File: config.mk
export PLATFORM = sky130hd
export DESIGN_NAME = alu_exec_unit_flat
export DESIGN_NICKNAME = d
export VERILOG_FILES = /design/src/rtl/alu_exec_unit_if.sv /design/src/rtl/alu_exec_unit.sv /design/src/flat_wrapper.sv
export SDC_FILE = /design/constraint.sdc
export NUM_CORES = 1
export LEC_CHECK = 0
export BUFFER_PORTS_ARGS = -buffer_cell sky130_fd_sc_hd__buf_2
export CAP_MARGIN = 20
export CORE_AREA = 4 4 185 259
export DETAILED_ROUTE_END_ITERATION = 8
export DIE_AREA = 0 0 189 263
export RECOVER_POWER = 100
export REMOVE_ABC_BUFFERS = 1
export SLEW_MARGIN = 10
export SYNTH_ARGS = -nofsm -noshare
export SYNTH_HDL_FRONTEND = slang
export SYNTH_SLANG_ARGS = --single-unit
File: constraint.sdc
create_clock -name clk -period 4.5 [get_ports clk]
set_input_delay 0.45 -clock clk [delete_from_list [all_inputs] [get_ports clk]]
set_output_delay 0.45 -clock clk [all_outputs]
set_load 0.02 [all_outputs]
File: src/rtl/alu_exec_unit_if.sv
// Issue/result bus between the EX-stage issue logic and the ALU execute unit.
// Issue side drives operands and control; the ALU returns ready and the result strobe.
interface alu_exec_unit_if #(
   parameter int WIDTH = 32
);
   logic             flush;
   logic             in_valid;
   logic             in_ready;
   logic [4:0]       alu_ctl;
   logic             sign;
   logic [WIDTH-1:0] op_a;
   logic [WIDTH-1:0] op_b;
   logic             out_valid;
   logic [WIDTH-1:0] result;
   logic             zero;
   logic             overflow;

   modport master (
      output flush, in_valid, alu_ctl, sign, op_a, op_b,
      input  in_ready, out_valid, result, zero, overflow
   );

   modport slave (
      input  flush, in_valid, alu_ctl, sign, op_a, op_b,
      output in_ready, out_valid, result, zero, overflow
   );
endinterface

File: src/rtl/alu_exec_unit.sv
// MIPS execute-stage ALU: single-cycle arithmetic/logic with a registered result,
// plus an optional one-bit-per-cycle shifter that stalls issue while it runs.
module alu_exec_unit #(
   parameter int WIDTH        = 32,
   parameter bit SERIAL_SHIFT = 1'b1
) (
   input  logic         clk,
   input  logic         reset_n,
   alu_exec_unit_if.slave bus
);
   localparam logic [4:0] C_AND = 5'b00000;
   localparam logic [4:0] C_OR  = 5'b00001;
   localparam logic [4:0] C_ADD = 5'b00010;
   localparam logic [4:0] C_SUB = 5'b00110;
   localparam logic [4:0] C_SLT = 5'b00111;
   localparam logic [4:0] C_NOR = 5'b01100;
   localparam logic [4:0] C_XOR = 5'b01101;
   localparam logic [4:0] C_SLL = 5'b10000;
   localparam logic [4:0] C_SRL = 5'b11000;
   localparam logic [4:0] C_SRA = 5'b11001;

   typedef enum logic {IDLE, SHIFT} state_t;

   state_t           r_state;
   logic [WIDTH-1:0] r_shreg;
   logic [4:0]       r_cnt;
   logic [4:0]       r_sctl;
   logic [WIDTH-1:0] r_result;
   logic             r_zero;
   logic             r_ovf;
   logic             r_valid;

   logic             w_accept;
   logic             w_is_shift;
   logic             w_serial;
   logic [4:0]       w_shamt;
   logic [WIDTH-1:0] w_sum;
   logic [WIDTH-1:0] w_diff;
   logic             w_lt;
   logic [WIDTH-1:0] w_res;
   logic             w_ovf;
   logic [WIDTH-1:0] w_step;

   assign bus.in_ready  = (r_state == IDLE);
   assign bus.out_valid = r_valid;
   assign bus.result    = r_result;
   assign bus.zero      = r_zero;
   assign bus.overflow  = r_ovf;

   assign w_accept   = bus.in_valid & bus.in_ready & ~bus.flush;
   assign w_shamt    = bus.op_a[4:0];
   assign w_is_shift = (bus.alu_ctl == C_SLL) | (bus.alu_ctl == C_SRL) | (bus.alu_ctl == C_SRA);
   // A zero shift amount has nothing to iterate, so it completes like any single-cycle op.
   assign w_serial   = SERIAL_SHIFT & w_is_shift & (w_shamt != 5'd0);
   assign w_sum      = bus.op_a + bus.op_b;
   assign w_diff     = bus.op_a - bus.op_b;
   assign w_lt       = bus.sign ? ($signed(bus.op_a) < $signed(bus.op_b)) : (bus.op_a < bus.op_b);

   always_comb begin
      w_res = '0;
      w_ovf = 1'b0;
      case (bus.alu_ctl)
         C_ADD: begin
            w_res = w_sum;
            w_ovf = bus.sign & (bus.op_a[WIDTH-1] == bus.op_b[WIDTH-1]) &
                    (w_sum[WIDTH-1] != bus.op_a[WIDTH-1]);
         end
         C_SUB: begin
            w_res = w_diff;
            w_ovf = bus.sign & (bus.op_a[WIDTH-1] != bus.op_b[WIDTH-1]) &
                    (w_diff[WIDTH-1] != bus.op_a[WIDTH-1]);
         end
         C_AND:   w_res = bus.op_a & bus.op_b;
         C_OR:    w_res = bus.op_a | bus.op_b;
         C_XOR:   w_res = bus.op_a ^ bus.op_b;
         C_NOR:   w_res = ~(bus.op_a | bus.op_b);
         C_SLT:   w_res = {{(WIDTH-1){1'b0}}, w_lt};
         C_SLL:   w_res = bus.op_b << w_shamt;
         C_SRL:   w_res = bus.op_b >> w_shamt;
         C_SRA:   w_res = $unsigned($signed(bus.op_b) >>> w_shamt);
         default: w_res = '0;
      endcase
   end

   always_comb begin
      w_step = {r_shreg[WIDTH-2:0], 1'b0};
      case (r_sctl)
         C_SRL:   w_step = {1'b0, r_shreg[WIDTH-1:1]};
         C_SRA:   w_step = {r_shreg[WIDTH-1], r_shreg[WIDTH-1:1]};
         default: w_step = {r_shreg[WIDTH-2:0], 1'b0};
      endcase
   end

   always_ff @(posedge clk or negedge reset_n) begin
      if (!reset_n) begin
         r_state  <= IDLE;
         r_shreg  <= '0;
         r_cnt    <= 5'd0;
         r_sctl   <= 5'd0;
         r_result <= '0;
         r_zero   <= 1'b1;
         r_ovf    <= 1'b0;
         r_valid  <= 1'b0;
      end else begin
         r_valid <= 1'b0;
         case (r_state)
            IDLE: begin
               if (w_accept) begin
                  if (w_serial) begin
                     r_shreg <= bus.op_b;
                     r_cnt   <= w_shamt;
                     r_sctl  <= bus.alu_ctl;
                     r_state <= SHIFT;
                  end else begin
                     r_result <= w_res;
                     r_zero   <= (w_res == '0);
                     r_ovf    <= w_ovf;
                     r_valid  <= 1'b1;
                  end
               end
            end
            SHIFT: begin
               // Flush drops the shift silently; result keeps the last completed value.
               if (bus.flush) begin
                  r_cnt   <= 5'd0;
                  r_state <= IDLE;
               end else begin
                  r_shreg <= w_step;
                  r_cnt   <= r_cnt - 5'd1;
                  if (r_cnt == 5'd1) begin
                     r_result <= w_step;
                     r_zero   <= (w_step == '0);
                     r_ovf    <= 1'b0;
                     r_valid  <= 1'b1;
                     r_state  <= IDLE;
                  end
               end
            end
            default: r_state <= IDLE;
         endcase
      end
   end
endmodule
File: src/flat_wrapper.sv
// flat-port wrapper written by rule: the top's interface ports become plain ports
module alu_exec_unit_flat 
#(
   parameter int WIDTH        = 32,
   parameter bit SERIAL_SHIFT = 1'b1
)
  (clk, reset_n, bus_flush, bus_in_valid, bus_alu_ctl, bus_sign, bus_op_a, bus_op_b, bus_in_ready, bus_out_valid, bus_result, bus_zero, bus_overflow);
  alu_exec_unit_if #(.WIDTH(WIDTH)) bus_i ();
  input  logic clk;
  input  logic reset_n;
  input wire logic [$bits(bus_i.flush)-1:0] bus_flush;
  input wire logic [$bits(bus_i.in_valid)-1:0] bus_in_valid;
  input wire logic [$bits(bus_i.alu_ctl)-1:0] bus_alu_ctl;
  input wire logic [$bits(bus_i.sign)-1:0] bus_sign;
  input wire logic [$bits(bus_i.op_a)-1:0] bus_op_a;
  input wire logic [$bits(bus_i.op_b)-1:0] bus_op_b;
  output wire logic [$bits(bus_i.in_ready)-1:0] bus_in_ready;
  output wire logic [$bits(bus_i.out_valid)-1:0] bus_out_valid;
  output wire logic [$bits(bus_i.result)-1:0] bus_result;
  output wire logic [$bits(bus_i.zero)-1:0] bus_zero;
  output wire logic [$bits(bus_i.overflow)-1:0] bus_overflow;
  assign bus_i.flush = bus_flush;
  assign bus_i.in_valid = bus_in_valid;
  assign bus_i.alu_ctl = bus_alu_ctl;
  assign bus_i.sign = bus_sign;
  assign bus_i.op_a = bus_op_a;
  assign bus_i.op_b = bus_op_b;
  assign bus_in_ready = bus_i.in_ready;
  assign bus_out_valid = bus_i.out_valid;
  assign bus_result = bus_i.result;
  assign bus_zero = bus_i.zero;
  assign bus_overflow = bus_i.overflow;
  alu_exec_unit #(.WIDTH(WIDTH), .SERIAL_SHIFT(SERIAL_SHIFT)) u_core (.clk(clk), .reset_n(reset_n), .bus(bus_i));
endmodule
# Yosys cells after proc, flatten, opt, wreduce, memory -nomap -nowiden
# Cells that the tools add are included.
[op_classes]
add_sub_neg = 3
mul = 0
div_mod_pow = 0
magnitude_cmp = 2
n_eq_ne = 21
n_shift = 3
muxes = 37
n_bitwise = 15
reduce_logical = 8
[op_table]
columns = ["cell", "n"]
rows = [
  ["32-bit one-hot mux with 10 select lines", 1],
  ["32-bit 2-to-1 mux", 7],
  ["32-bit one-hot mux with 2 select lines", 3],
  ["32-bit zero test", 2],
  ["32-bit less-than comparator", 2],
  ["32-bit adder", 1],
  ["32-bit AND", 1],
  ["32-bit NOT", 1],
  ["32-bit bitwise OR", 1],
  ["32-bit by 5-bit left shift with 32-bit output", 1],
  ["32-bit by 5-bit >> shifter with 32-bit output", 1],
  ["32-bit by 5-bit >>> shifter with 32-bit output", 1],
  ["32-bit subtractor", 1],
  ["32-bit bitwise XOR", 1],
  ["5-bit == test (second input constant)", 5],
  ["1-bit 2-to-1 mux", 17],
  ["5-bit 2-to-1 mux", 3],
  ["5-bit by 1-bit == test with 1-bit output (second input constant)", 2],
  ["5-bit by 3-bit == test with 1-bit output (second input constant)", 2],
  ["5-bit by 4-bit == test with 1-bit output (second input constant)", 2],
  ["2-bit inequality test (second input constant)", 5],
  ["1-bit one-hot mux with 2 select lines", 5],
  ["5-bit one-hot mux with 2 select lines", 1],
  ["1-bit AND", 7],
  ["11 further kinds", 16],
]
[totals]
register_bits = 78
latchBits = 0
mem_bits_rw = 0
romBits = 0
input_bits = 74
out_inout_bits = 36
elab_cells = 97
mem_count = 0

# Depth between registers and ports, before layout
# Gate-level depths: netlist (run 1).
[logic_depth]
ltp_word = 7
mapped_depth = 18
ltp_nobuf = 16

# Worst setup path before layout (run 1)
# No wires, ideal clock.
[synth_path]
kind = "input to register"
from = "input bus_op_a[3]"
to = "register u_core.r_zero, in the netlist u_core.bus.zero"
setup_time_ns = 0.072
arrival_ns = 4.325
t_required_ns = 4.428
slack_ns = 0.103
stages = 16
path_buffers = 4
cell_sequence = "clkbuf_1 -> inv_2 -> buf_1 -> buf_1 -> ha_1 -> buf_2 -> or4_1 -> a211oi_2 -> o21ai_2 -> o311ai_2 -> a31oi_1 -> xnor2_1 -> a2111o_1 -> nor4b_2 -> nand3_1 -> o21ai_1"
[synth_between]
elab_chain_cells = 7
word_cells_on_any_way = 21
classes_between = "add/sub: 2; order compare: 2; eq/ne: 1; shift: 3; mux: 5; bitwise: 5; reduce/logical: 3"
[synth_rtl]
columns = ["element", "line", "rtl"]
rows = [
  ["start, declared", "flat_wrapper.sv:15", "input wire logic [$bits(bus_i.op_a)-1:0] bus_op_a;"],
  ["32-bit less-than comparator or 32-bit bitwise OR (tied branches)", "alu_exec_unit.sv:57, alu_exec_unit.sv:74, alu_exec_unit.sv:76", ""],
  ["1-bit 2-to-1 mux or 32-bit NOT (tied branches)", "alu_exec_unit.sv:57, alu_exec_unit.sv:76", ""],
  ["32-bit one-hot mux with 10 select lines", "alu_exec_unit.sv:62", "case (bus.alu_ctl)"],
  ["32-bit zero test", "alu_exec_unit.sv:116", "r_zero <= (w_res == '0);"],
  ["1-bit 2-to-1 mux", "alu_exec_unit.sv:109", "if (w_serial) begin"],
  ["1-bit 2-to-1 mux", "alu_exec_unit.sv:108", "if (w_accept) begin"],
  ["1-bit one-hot mux with 2 select lines", "alu_exec_unit.sv:106", "case (r_state)"],
  ["end signal, assigned", "alu_exec_unit.sv:116", ""],
  ["end signal, assigned", "alu_exec_unit.sv:132", "r_zero <= (w_step == '0);"],
  ["end, declared", "alu_exec_unit.sv:29", "logic r_zero;"],
]
# Parallel ways exist; a longest one is shown, timed or not. The select of a mux whose other input is x is not followed.
# A chain may end at the register's enable or synchronous reset.

# Worst setup path in the final report (run 1)
[layout_path]
from = "input bus_op_a[1]"
to = "register u_core.r_zero, in the netlist u_core.bus.zero"
# The elaborated chain is that of the path after synthesis.

==> key figures, run 1 <==
Global routing
  • Gr usage total: 27.2%
  • Vias in the first global route: 15.6k
  • Antenna violations before repair: 1
  • Total congestion overflow after global routing: 0
  • Pin count of the biggest net entering global routing: 65
  • First-pass GRT wire length: 103000 um

Clock network
  • Clock slew seen by the registers of the worst setup and hold paths: 70 ps
  • Max clock buf depth: 2
  • H-tree depth: 3
  • Clock tree from TritonCTS: built
  • CTS hold repair buffers: 0
  • Setup repair bufs after CTS: 0
  • Number of clock buffers inserted by TritonCTS: 9
  • CTS Root Buffer Type: sky130_fd_sc_hd__clkbuf_16
  • Clock insertion delay at the later pin of the skew report: 360 ps
  • TritonCTS Sinks: 78
  • Number of resized instances in the post-cts repair step: 0

Route
  • Number of detailed-routing iterations run before antenna repair: 8
  • Post-DR vias/cell: 6.20
  • Drc violations: 0
  • Antenna-violating nets left: 0
  • Total number of vias: 15.9k
  • Drt total wl: 71200 um
  • WL per Instance: 27.8 um
  • First DRT Iteration DRCs: 1802

Yosys
  • Most area-consuming cells after synthesis: sky130_fd_sc_hd__dfrtp_1 14%, sky130_fd_sc_hd__ha_1 9.1%, sky130_fd_sc_hd__mux2i_1 5.6%
  • Cell taking the most area after synthesis: sky130_fd_sc_hd__dfrtp_1
  • Adder-cell share of the synthesized area: 9.38%
  • Post-synthesis sequential area ratio: 14.5%
  • Post-Synthesis Mean Instance Area: 7.53 sq um
  • Area fraction in compound gates after synthesis: 31.0%
  • Fraction of synthesis flops using an asynchronous set or reset pin: 100%
  • Syn Std Cell Area: 0.0135 sq mm
  • Area share of and/or/nand/nor cells after synthesis: 20.5%
  • Mux contribution to synthesized area: 14.6%
  • Top-area cell type share of the netlist area: 14.3%
  • Synthesis warning total: 0
  • Number of synthesized register bits: 78
  • Dominant combinational cell family by area after synthesis: compound AO/OA/AOI/OAI gates
  • Number of library cell types mapped by synthesis: 112
  • Cells after synthesis: 1793
  • Number of flops mapped to enable cells by yosys: 0
  • Area share of xor/xnor cells in the synthesized design: 1.17%
  • Most used DFF post-synth: sky130_fd_sc_hd__dfrtp_1

Run
  • Max cap viols: 2

Floorplanning
  • Effective utilization at floorplan: 29.5%
  • Std-Cell Rows: 93
  • Floorplan core area: 0.0457 sq mm
  • Horizontal die dimension: 189 um
  • Die area: 0.0497 sq mm
  • Count of pins on the block boundary: 110
  • DIE HEIGHT: 263 um

Run status
  • Status: complete, but fails checks
  • Violated checks: max-capacitance violations, max-slew violations

Placed design
  • DP Area: 0.0155 sq mm
  • Count of buffers inserted at the top-level ports: 109
  • Routability Congestion: 1.05
  • Cell total after placement: 2543
  • Final HPWL from detailed placement: 57800 um

STA
  • Final Hold Violating Endpoints: 0
  • Smallest hold slack: 400 ps
  • Final period util: 92.9%
  • Time the worst path needs with I/O delays and setup: 4180 ps
  • Maximum clock frequency: 0.239 GHz
  • Final Skew: 9.42 ps
  • Final setup violation count: 0
  • Least-Margin Pin Slew: 2660 ps
  • Slew margin rel.: -77.0%
  • Max Slew Vio Count: 90
  • RSZ-0062 raised after global routing: no
  • Setup TNS: 0 ps

Critical path
  • Cell Chain, Critical Path: clkbuf_1, inv_1, ha_1, o21ba_1, or4_1, a211oi_2, o21ai_2, o311ai_2, a31oi_1, xnor2_1, a2111o_1, nor4b_2, nand3_1, o21ai_1
  • Arr. time, crit path: 4470 ps
  • Critical Path Fanout Max: 7
  • Type of the worst setup path: in -> reg
  • Endpoint required time on the critical path: 4790 ps
  • Cell type of the slowest stage on the worst timing path: sky130_fd_sc_hd__o311ai_2
  • Worst setup EP type: flop
  • Delay contributed by the slowest stage of the critical path: 490 ps
  • Startpoint kind of the worst setup timing path: input pin

Power
  • Worst-case vdd ir drop: 143 uV
  • Leak: 6.74 nW
  • Pwr/cell area: 247 mW/mm^2

Cells and area
  • Share of cells above drive strength 1: 18.5%
  • Count of nets after finishing: 2112
  • Count of non-filler cells in the finished layout: 2561
  • Leading cell type in the layout, fill and taps excluded: sky130_fd_sc_hd__nand2_1
  • Commonest cells after routing, fill and taps aside: 195 x sky130_fd_sc_hd__nand2_1, 154 x sky130_fd_sc_hd__buf_4, 149 x sky130_fd_sc_hd__o21ai_0
  • Area overhead of the layout relative to synthesis: 15.9%
  • Final core occ: 34.2%
  • Area of all placed cells without fillers: 0.0156 sq mm

Worst hold path
  • Path class of the lowest-slack min-delay path: in -> reg
-- area by class of cell --
class | count | area, sq um
Fill cell | 4900 | 30100
Multi-Input combinational cell | 1463 | 10400
Sequential cell | 78 | 1950
Timing Repair Buffer | 282 | 1840
Tap cell | 617 | 772
Inverter | 104 | 392
Clock buffer | 9 | 225
Clock inverter | 7 | 80.1
Antenna cell | 1 | 2.50
-- per-stage QoR --
| stage | worst slack [ps] | total power, W |
|---|---|---|
| after floorplan | 447 | 0.00216 |
| after global placement | 149 | 0.00306 |
| after global routing | 120 | 0.00406 |
| final | 321 | 0.00386 |
| after CTS | 518 | 0.00386 |
| after detailed placement | 146 | 0.00307 |
-- critical path, delay by kind of cell --
family | cells | cell delay, ps
compound gates | 7 | 2070
simple gates | 3 | 850
buf+inv | 2 | 550
fa+ha+maj | 1 | 350
xor+xnor | 1 | 200
-- registers in the layout, indices dropped and copies added, names as in the netlist --
name / flops
u_core.bus.overflow: 1
u_core.bus.zero: 1
u_core.bus.out_valid: 1
u_core.bus.result: 32
u_core.r_sctl: 5
u_core.r_shreg: 32
u_core.r_state: 1
u_core.r_cnt: 5
-- metal layers --
| layer | global-route usage (%) | share of wire [%] | routed length (um) | vias to the layer above |
|---|---|---|---|---|
| met5 | 0 | 0 | 0 | - |
| met3 | 3.28 | 6.3 | 4480 | 296 |
| met2 | 47.5 | 49 | 34600 | 895 |
| met1 | 30.7 | 37 | 26000 | 7668 |
| met4 | 19.0 | 8.6 | 6100 | 0 |
| li1 | - | - | - | 7027 |
-- path summary, 6_finish.rpt --
path	slack, ps	depth (start not counted)	from	end
setup reg to reg	1400	6	u_core.r_state$_DFF_PN0_	u_core.bus.result[5]$_DFFE_PN0P_
max in group asynchronous	1620	2	reset_n	u_core.r_state$_DFF_PN0_
min in group asynchronous	920	1	reset_n	u_core.bus.result[7]$_DFFE_PN0P_
setup / recovery	320	14	bus_op_a[1]	u_core.bus.zero$_DFFE_PN1P_
hold / removal	400	2	bus_sign	u_core.bus.overflow$_DFFE_PN0P_
hold reg to reg	480	1	u_core.bus.result[19]$_DFFE_PN0P_	u_core.bus.result[19]$_DFFE_PN0P_
-- synth_stat cells (15+ instances only) --
cell type                  number
sky130_fd_sc_hd__clkbuf_1      95
sky130_fd_sc_hd__nor2b_1       16
sky130_fd_sc_hd__nor3_1        49
sky130_fd_sc_hd__buf_1         16
sky130_fd_sc_hd__a31oi_1       28
sky130_fd_sc_hd__a221oi_1      27
sky130_fd_sc_hd__mux2_2        30
sky130_fd_sc_hd__nand2_1      195
sky130_fd_sc_hd__a21oi_1      135
sky130_fd_sc_hd__mux4_2        24
sky130_fd_sc_hd__o22ai_1       21
sky130_fd_sc_hd__a211oi_1      22
sky130_fd_sc_hd__dfrtp_1       77
sky130_fd_sc_hd__o21ai_0      149
sky130_fd_sc_hd__a21o_1        23
sky130_fd_sc_hd__inv_1         99
sky130_fd_sc_hd__o211ai_1      28
sky130_fd_sc_hd__nor2_1       148
sky130_fd_sc_hd__o221ai_1      16
sky130_fd_sc_hd__ha_1          98
sky130_fd_sc_hd__nand4_1       15
sky130_fd_sc_hd__xnor2_1       17
sky130_fd_sc_hd__nand3_1       45
sky130_fd_sc_hd__mux2i_1       76
sky130_fd_sc_hd__nor4_1        20
-- logic make-up after synthesis --
group | after synthesis
AOI/OAI and AO/OA | 617
and+or+nand+nor | 584
buffers and inverters | 252
muxes | 144
adders and majority gates | 100
DFF | 78
xor gates and xnor gates | 18
-- report_power, final --
part	total, W	switching, W	internal [W]
clock	0.000774	0.000335	0.000439
sequential	0.00103	0.000160	0.000873
combinational	0.00206	0.00132	0.000741
total	0.00386	0.00181	0.00205
(Power assumes the default switching activity.)
==> inputs of run 2 (changes only) <==
- CORE_AREA: 4 4 185 259 -> 4 4 166 288
- DIE_AREA: 0 0 189 263 -> 0 0 170 292
==> key figures, run 2 (same netlist as run 1, synthesis figures left out) <==
Run status
  • Status: complete, but fails checks
  • Violated checks: max-capacitance violations, max-slew violations

Cells and area
  • Commonest cells after routing, fill and taps aside: 195 x sky130_fd_sc_hd__nand2_1, 184 x sky130_fd_sc_hd__buf_4, 150 x sky130_fd_sc_hd__o21ai_0
  • Leading cell type in the layout, fill and taps excluded: sky130_fd_sc_hd__nand2_1
  • Area of all placed cells without fillers: 0.0158 sq mm (+0.95%)
  • Count of nets after finishing: 2137 (+1.2%)
  • Area overhead of the layout relative to synthesis: 17.0%
  • Count of non-filler cells in the finished layout: 2545 (-0.62%)
  • Fillers: 4800 (-2.0%)
  • Antenna diode count: 0 (-1)
  • Share of cells above drive strength 1: 19.8% (+1.3 points)

Critical path
  • Launch instance of the worst register-to-register path: u_core.r_state$_DFF_PN0_
  • Cell type of the slowest stage on the worst timing path: sky130_fd_sc_hd__or4_1
  • Cell family contributing the most delay on the critical path: simple AND/OR/NAND/NOR gates
  • Cell Chain, Critical Path: clkbuf_1, buf_12, buf_4, mux2_4, mux2i_1, a21oi_1, o21ai_1, a21oi_1, or4_1, a211oi_2, nor3b_2, nand4b_1, nor4_1, buf_4, nand3_1, o21ai_1
  • Endpoint required time on the critical path: 4800 ps (about the same)
  • Reg-to-reg critical path endpoint: u_core.bus.zero$_DFFE_PN1P_
  • CP Buf/Inv Count: 4 (+2)
  • Arr. time, crit path: 4640 ps (+170 ps)
  • Delay contributed by the slowest stage of the critical path: 610 ps (+120 ps)
  • Critical Path Fanout Max: 33 (+26)
  • Startpoint kind of the worst setup timing path: input pin
  • Type of the worst setup path: in -> reg
  • Path depth of the worst reg2reg path: 14 (+8)
  • Flop-to-flop setup slack: 1030 ps (-370 ps)
  • Worst setup EP type: flop

Worst hold path
  • Worst hold stages: 2 (unchanged)
  • Hold wc startpoint: bus_sign
  • Path class of the lowest-slack min-delay path: in -> reg
  • Hold path endpoint: u_core.bus.overflow$_DFFE_PN0P_

Placed design
  • Count of buffers inserted at the top-level ports: 109 (unchanged)
  • Final HPWL from detailed placement: 61600 um (+6.5%)
  • Routability Congestion: 1.04 (-0.53%)
  • DP Area: 0.0156 sq mm (+0.71%)
  • Cell total after placement: 2529 (-0.55%)

Clock network
  • Number of clock buffers inserted by TritonCTS: 9 (unchanged)
  • CTS hold repair buffers: 0 (unchanged)
  • Setup repair bufs after CTS: 0 (unchanged)
  • Clock insertion delay at the later pin of the skew report: 360 ps (about the same)
  • Number of resized instances in the post-cts repair step: 0 (unchanged)
  • Clock tree from TritonCTS: built
  • Clock slew seen by the registers of the worst setup and hold paths: 70 ps (about the same)
  • Max clock buf depth: 2 (unchanged)
  • H-tree depth: 3 (unchanged)
  • CTS Root Buffer Type: sky130_fd_sc_hd__clkbuf_16
  • TritonCTS Sinks: 78 (unchanged)

Route
  • Drc violations: 0 (unchanged)
  • Drt total wl: 75200 um (+5.7%)
  • WL per Instance: 29.6 um (+6.4%)
  • Antenna-violating nets left: 0 (unchanged)
  • Post-DR vias/cell: 6.25 (+0.71%)
  • Number of detailed-routing iterations run before antenna repair: 8 (unchanged)
  • Total number of vias: 15.9k (+0.082%)
  • First DRT Iteration DRCs: 1627 (-9.7%)

STA
  • Slew margin rel.: -80.1% (-3.0 points)
  • RSZ-0062 raised after global routing: no
  • Final period util: 96.6% (+3.7 points)
  • Final Hold Violating Endpoints: 0 (unchanged)
  • Max Slew Vio Count: 122 (+36%)
  • Time the worst path needs with I/O delays and setup: 4350 ps (+166 ps)
  • Final setup violation count: 0 (unchanged)
  • Maximum clock frequency: 0.230 GHz (-3.8%)
  • Final Skew: 9.42 ps (-0.00686 ps)
  • Setup TNS: 0 ps (unchanged)
  • Least-Margin Pin Slew: 2700 ps (+45.6 ps)

Global routing
  • Gr usage total: 29.5% (+2.2 points)
  • Total congestion overflow after global routing: 0 (unchanged)
  • First-pass GRT wire length: 109000 um (+6.1%)
  • Pin count of the biggest net entering global routing: 65 (unchanged)
  • Antenna violations before repair: 1 (unchanged)
  • Vias in the first global route: 16.0k (+2.8%)

Floorplanning
  • DIE HEIGHT: 292 um (+11%)
  • Die area: 0.0496 sq mm (-0.13%)
  • Count of pins on the block boundary: 110 (unchanged)
  • Floorplan core area: 0.0452 sq mm (-1.1%)
  • Horizontal die dimension: 170 um (-10%)
  • Std-Cell Rows: 103 (+11%)
  • Effective utilization at floorplan: 29.9% (+0.32 points)

Run
  • Max cap viols: 3 (+1)

Power
  • Tot Pwr: 0.00399 W (+3.2%)
  • Leak: 6.87 nW (+1.9%)
  • Worst-case vdd ir drop: 316 uV (+120%)
  • Pwr/cell area: 252 mW/mm^2 (+2.2%)
run 2: cell type report:
type | instances | area (sq um) | share of cell area (%)
clock inverters | 7 | 105 | 0.665
flip-flops and latches | 78 | 1950 | 12.4
well taps | 577 | 722 | 4.57
multi-input cells | 1463 | 10400 | 65.7
repair buffers | 307 | 2020 | 12.8
clock buffers | 9 | 225 | 1.43
inverters | 104 | 392 | 2.48
run 2: per-stage QoR:
step | setup slack [ps] | hold slack [ps] | util (%)
finish | 155 | 377 | 34.9
global route | 94.7 | 379 | 34.9
CTS | 495 | 121 | 35.1
detailed placement | 120 | 468 | 34.4
global placement | 133 | 468 | 34.4
floorplan | 447 | 154 | -
run 2: how the worst max path moves through the flow:
stage | start | to | slack [ps] | cells past startpoint
after floorplan | u_core.r_state$_DFF_PN0_ | u_core.bus.zero$_DFFE_PN1P_ | 450 | 12
after global placement | bus_op_a[0] | u_core.bus.zero$_DFFE_PN1P_ | 130 | 15
after detailed placement | bus_op_b[7] | u_core.bus.zero$_DFFE_PN1P_ | 120 | 18
after CTS | bus_op_b[7] | u_core.bus.zero$_DFFE_PN1P_ | 500 | 18
after global routing | reset_n | u_core.r_state$_DFF_PN0_ | 90 | 2
final | bus_op_a[0] | u_core.bus.zero$_DFFE_PN1P_ | 150 | 16
run 2: per-layer routing:
| layer | global-route usage [%] | vias up | share of wire, % |
|---|---|---|---|
| li1 | - | 7065 | - |
| met4 | 23.6 | 2 | 10 |
| met5 | 0 | - | 0.016 |
| met1 | 31.2 | 7667 | 34 |
| met2 | 51.9 | 855 | 50 |
| met3 | 3.51 | 310 | 5.8 |
run 2: where the power goes:
group,leakage [nW],internal [W],switching [W]
logic,5.75,0.000771,0.00135
clock network,0.159,0.000495,0.000337
registers,0.962,0.000873,0.000164
